### config.mk
export PLATFORM = sky130hd
export DESIGN_NAME = conv_parallel_to_seq
export DESIGN_NICKNAME = d
export VERILOG_FILES = /design/src/rtl/conv_parallel_to_seq.sv
export SDC_FILE = /design/constraint.sdc
export NUM_CORES = 1
export LEC_CHECK = 0
export CAP_MARGIN = 0
export CORE_UTILIZATION = 45
export CTS_BUF_LIST = sky130_fd_sc_hd__clkbuf_4 sky130_fd_sc_hd__clkbuf_8
export DETAILED_ROUTE_END_ITERATION = 7
export GPL_TIMING_DRIVEN = 0
export PLACE_DENSITY = 0.81
export SETUP_SLACK_MARGIN = 0.02
export SYNTH_ARGS = -nofsm -noshare
export SYNTH_HDL_FRONTEND = slang
export SYNTH_SLANG_ARGS = --single-unit
export TNS_END_PERCENT = 50
### constraint.sdc
create_clock -name i_clk -period 2.6 [get_ports i_clk]
set_clock_uncertainty 0.15 [all_clocks]
set_input_delay 0.39 -clock i_clk [delete_from_list [all_inputs] [get_ports i_clk]]
set_output_delay 0.39 -clock i_clk [all_outputs]
set_load 0.01 [all_outputs]
### src/rtl/conv_parallel_to_seq.sv
// Parallel-to-serial pixel converter: each accepted word of p_words pixels is
// emitted LSB-first, one pixel per transfer. Optional macro: CONV_P2S_EOL_EN.
//
// state | meaning
// EMPTY | cnt == 0, nothing buffered, a new word can be accepted
// DRAIN | cnt >= 1, pixels remain in shreg; the last one may overlap a load
module conv_parallel_to_seq #(
  parameter int C_ROW_SIZE = 8,
  parameter int p_dataBits = 8,
  parameter int p_words    = 4
) (
  input  logic                          i_clk,
  input  logic                          i_rst,
  input  logic [p_words*p_dataBits-1:0] data_in,
  input  logic                          valid_in,
  input  logic                          sof_in,
  output logic                          busy_out,
  output logic [p_dataBits-1:0]         data_out,
  output logic                          valid_out,
  output logic                          sof_out,
  input  logic                          busy_in
`ifdef CONV_P2S_EOL_EN
  ,
  output logic                          eol_out
`endif
);

  localparam int CW = $clog2(p_words + 1);
  localparam logic [CW-1:0] CNT_FULL = CW'(p_words);
  localparam logic [CW-1:0] CNT_ONE  = CW'(1);

  logic [p_words*p_dataBits-1:0] shreg;
  logic [CW-1:0]                 cnt;
  logic                          sof_pend;
  logic                          out_ready;
  logic                          accept;

  assign out_ready = !valid_out || !busy_in;
  assign busy_out  = (cnt > CNT_ONE) || ((cnt == CNT_ONE) && !out_ready);
  assign accept    = valid_in && !busy_out;

  // A load in the same cycle as the last pixel leaving overrides the shift.
  always_ff @(posedge i_clk) begin
    if (i_rst) begin
      shreg     <= '0;
      cnt       <= '0;
      sof_pend  <= 1'b0;
      data_out  <= '0;
      valid_out <= 1'b0;
      sof_out   <= 1'b0;
    end else begin
      if (out_ready) begin
        if (cnt != '0) begin
          data_out  <= shreg[p_dataBits-1:0];
          valid_out <= 1'b1;
          sof_out   <= sof_pend;
          sof_pend  <= 1'b0;
          shreg     <= shreg >> p_dataBits;
          cnt       <= cnt - CNT_ONE;
        end else begin
          valid_out <= 1'b0;
          sof_out   <= 1'b0;
        end
      end
      if (accept) begin
        shreg    <= data_in;
        cnt      <= CNT_FULL;
        sof_pend <= sof_in;
      end
    end
  end

`ifdef CONV_P2S_EOL_EN
  localparam int COLW = (C_ROW_SIZE > 1) ? $clog2(C_ROW_SIZE) : 1;
  localparam logic [COLW-1:0] COL_LAST = COLW'(C_ROW_SIZE - 1);

  logic [COLW-1:0] col;
  logic [COLW-1:0] col_next;

  // Column restarts on a frame start, independent of word alignment.
  always_comb begin
    col_next = '0;
    if (!sof_pend && (col != COL_LAST)) col_next = col + COLW'(1);
  end

  always_ff @(posedge i_clk) begin
    if (i_rst) begin
      col     <= '0;
      eol_out <= 1'b0;
    end else if (out_ready) begin
      if (cnt != '0) begin
        col     <= col_next;
        eol_out <= (col_next == COL_LAST);
      end else begin
        eol_out <= 1'b0;
      end
    end
  end
`endif

endmodule
==> impl_metrics.csv <==
group,metric,value,unit
status,status,"completed",
job,drv_cap,0,
grt,grt-ovfl-total,0,
place,dpl_cell_area,2955,um^2
clock_tree,clk_latency,310,ps
sta,hold_viol,0,
clock_tree,cts_buffers,5,
route,vias,2418,
pwr,peakVddDrop,506.2,uV
worst_setup_path,cpPeakStageDelay,380,ps
logic_synthesis,yosysSeqAreaShare,38.25,%
worst_setup_path,crit_fanout,10,
final_layout,final_layout_size_suffix_gt1_share,20.25,%
floorplan,fp.dieArea,5646,um^2
clock_tree,clock_path_buffers,2,
grt,antenna_found_initial,0,
worst_setup_path,worstSetupPathType,"register to output port",
logic_synthesis,synth_cell_types,34,
sta,post-route-min-period,2517,ps
final_layout,fin_area,3108,um^2
sta,slew_violations,0,
final_layout,final_cell_mix,"45 x clkdlybuf4s50_1, 44 x dfxtp_1, 34 x nand3_1, 34 x o21ai_0, 24 x a311oi_1",
route,drc,0,
worst_setup_path,cpMostUsedCell,"buf_6",
worst_setup_path,cpLargestDelayFamily,"buffers and inverters",
clock_tree,root_buffer,"clkbuf_8",
sta,max-slew-margin-rel,64.54,%
route,wl_per_cell,16.95,um
place,place_congestion,0.8468,
logic_synthesis,synth_warnings,0,
route,antenna_left,0,
clock_tree,clock_sinks,46,
sta,tightest_slew,531.9,ps
grt,grt_max_degree,15,
pwr,netSwitchingFraction,41.10,%
final_layout,final_common_cell,"clkdlybuf4s50_1",
logic_synthesis,synth_area_per_cell,9.295,um^2
floorplan,initial_core_util,46.84,%
final_layout,area_growth,29.11,%
sta,setup_viol,0,
floorplan,design.core.area,5140,um^2
floorplan,std_cell_rows,26,
logic_synthesis,syn_area,2407,um^2
grt,grt_use_total,24.18,%
pwr,finalPower,3148,uW
floorplan,fp.dieH,75.14,um
logic_synthesis,synthesis.nets,299,
worst_setup_path,cp-start-kind,"register",
floorplan,die-width,75.14,um
grt,grt_pass1_vias,2132,
pwr,p_sw,1294,uW
clock_tree,cts_tree,"yes",
hold_path,hold_class,"input port to register",
route,vias_per_cell,6.264,
pwr,comb_power_share,48.1,%
worst_setup_path,worstPathArrival,1980,ps
sta,rsz0062_at_grt,"false",
final_layout,fin_nets,355,
clock_tree,htree_levels,2,
clock_tree,cts.clk_slew.worst_paths,80,ps
worst_setup_path,cp_slowest_cell,"dfxtp_4",
worst_setup_path,required,2060,ps
pwr,p_leak,0.0009923,uW
pwr,intPower,1854,uW
final_layout,fin_util,60.47,%
clock_tree,cts_hold_buf,0,
logic_synthesis,netlist_instances,259,
route,drtPass1Iterations,6,
route,drtIter0Drc,286,
worst_setup_path,crit_buf_inv,4,
worst_setup_path,path_cells,"inv_2 -> ha_4 -> or3_1 -> buf_6 -> buf_6 -> a21o_1 -> dlygate4sd2_1",
worst_setup_path,end_kind,"output port",
place,hpwl,4554,um
final_layout,n_antenna_cell,0,
pwr,p_per_area,1013,nW/um^2
sta,finalSetupTns,0,ps
logic_synthesis,ys_ff_latch,46,
pwr,seqPwrFrac,34.5,%
place,io_buffer_count,46,
grt,grt_pass1_wl,10280,um
route,wl,6542,um
pwr,clockPowerShare,17.4,%
floorplan,num_io_pins,48,
sta,fmax,397.3,MHz
sta,final.period_utilization,96.80,%
power groups by stage:
stage	logic, uW	clock network [uW]	registers, uW
final	1510	549	1080
after global routing	1630	580	1100
after detailed placement	1440	0	1080
after global placement	1390	0	1080
after floorplan	1020	0	1060
after CTS	1450	551	1080
Yosys cell counts, drive strengths merged:
| master | count | area, um^2 |
|---|---|---|
| a211oi | 25 | 282.8 |
| nor2b | 2 | 12.51 |
| and2 | 1 | 6.260 |
| a21oi | 12 | 63.81 |
| a311oi | 24 | 210.2 |
| o21ai | 35 | 178.9 |
| nand3 | 34 | 170.2 |
| nor2 | 1 | 6.260 |
| a2111oi | 1 | 10.01 |
| nand2b | 2 | 12.51 |
| or3 | 1 | 6.260 |
| ha | 3 | 37.54 |
| o2111ai | 9 | 78.83 |
| o41ai | 9 | 86.34 |
| or4 | 1 | 7.510 |
| a21o | 1 | 7.510 |
| nand2 | 2 | 7.510 |
| buf | 18 | 130.1 |
| nor3 | 1 | 16.27 |
| dfxtp | 46 | 920.9 |
| a31oi | 1 | 6.260 |
| a21boi | 1 | 18.77 |
| a21bo | 1 | 10.01 |
| clkbuf | 15 | 71.32 |
| clkinv | 1 | 3.750 |
| inv | 12 | 45.04 |
metrics by stage:
stage	cells	setup WS, ps	hold slack (ps)
after floorplan	259	555.5	290.3
after global routing	386	27.53	325.3
after detailed placement	375	-82.37	301.7
final	386	83.09	307.3
after global placement	375	-70.19	293.6
after CTS	383	34.39	295.3
cells by family after synthesis:
group	synth area share (%)
flops	38.25
fa+ha+maj	1.559
buf+inv	10.39
compound gates	39.61
simple gates	10.19
per-layer routing:
| metal | vias to the layer above | share of wire, % | GRT usage, % |
|---|---|---|---|
| met2 | 119 | 47 | 39.44 |
| met3 | 10 | 7.2 | 4.418 |
| met4 | 0 | 1.4 | 6.996 |
| li1 | 1118 | - | - |
| met5 | - | 0 | 0 |
| met1 | 1171 | 44 | 32.86 |
sequential cells by signal (all words and copies together), names as in the netlist:
register,count
sof_pend,1
sof_out,1
valid_out,1
shreg,32
data_out,8
cnt,3
area by class of cell:
cell class / instances / area, um^2
buffer: 33 / 201.4
inverter: 13 / 48.80
clock buffer: 6 / 76.32
tap: 70 / 87.58
multi-input combinational: 167 / 1249
clock inverter: 2 / 37.54
timing repair buffer: 49 / 481.7
fill: 497 / 2032
sequential: 46 / 925.9
timing repair:
item,4_1_cts,5_1_grt
endpoints found under the setup margin,1,1
setup buffers,0,3
hold endpoints to repair,0,0
gates resized for setup,6,1
gates cloned,0,0
worst register-to-register path, stage by stage (launching register included):
cell      delay (ps)
dfxtp_2          370
inv_1            110
ha_1             200
nor2b_1          140
clkbuf_2         210
clkbuf_1         370
o21ai_0          170
a311oi_1         320
worst paths after layout:
path | startpoint | endpoint | slack (ps) | cells after the start
setup / recovery | cnt[1] | busy_out | 80 | 7
hold / removal | i_rst | sof_pend | 310 | 2
setup reg to reg | cnt[0] | shreg[22] | 480 | 7
hold reg to reg | sof_out | sof_out | 310 | 2
(Power assumes the default switching activity.)
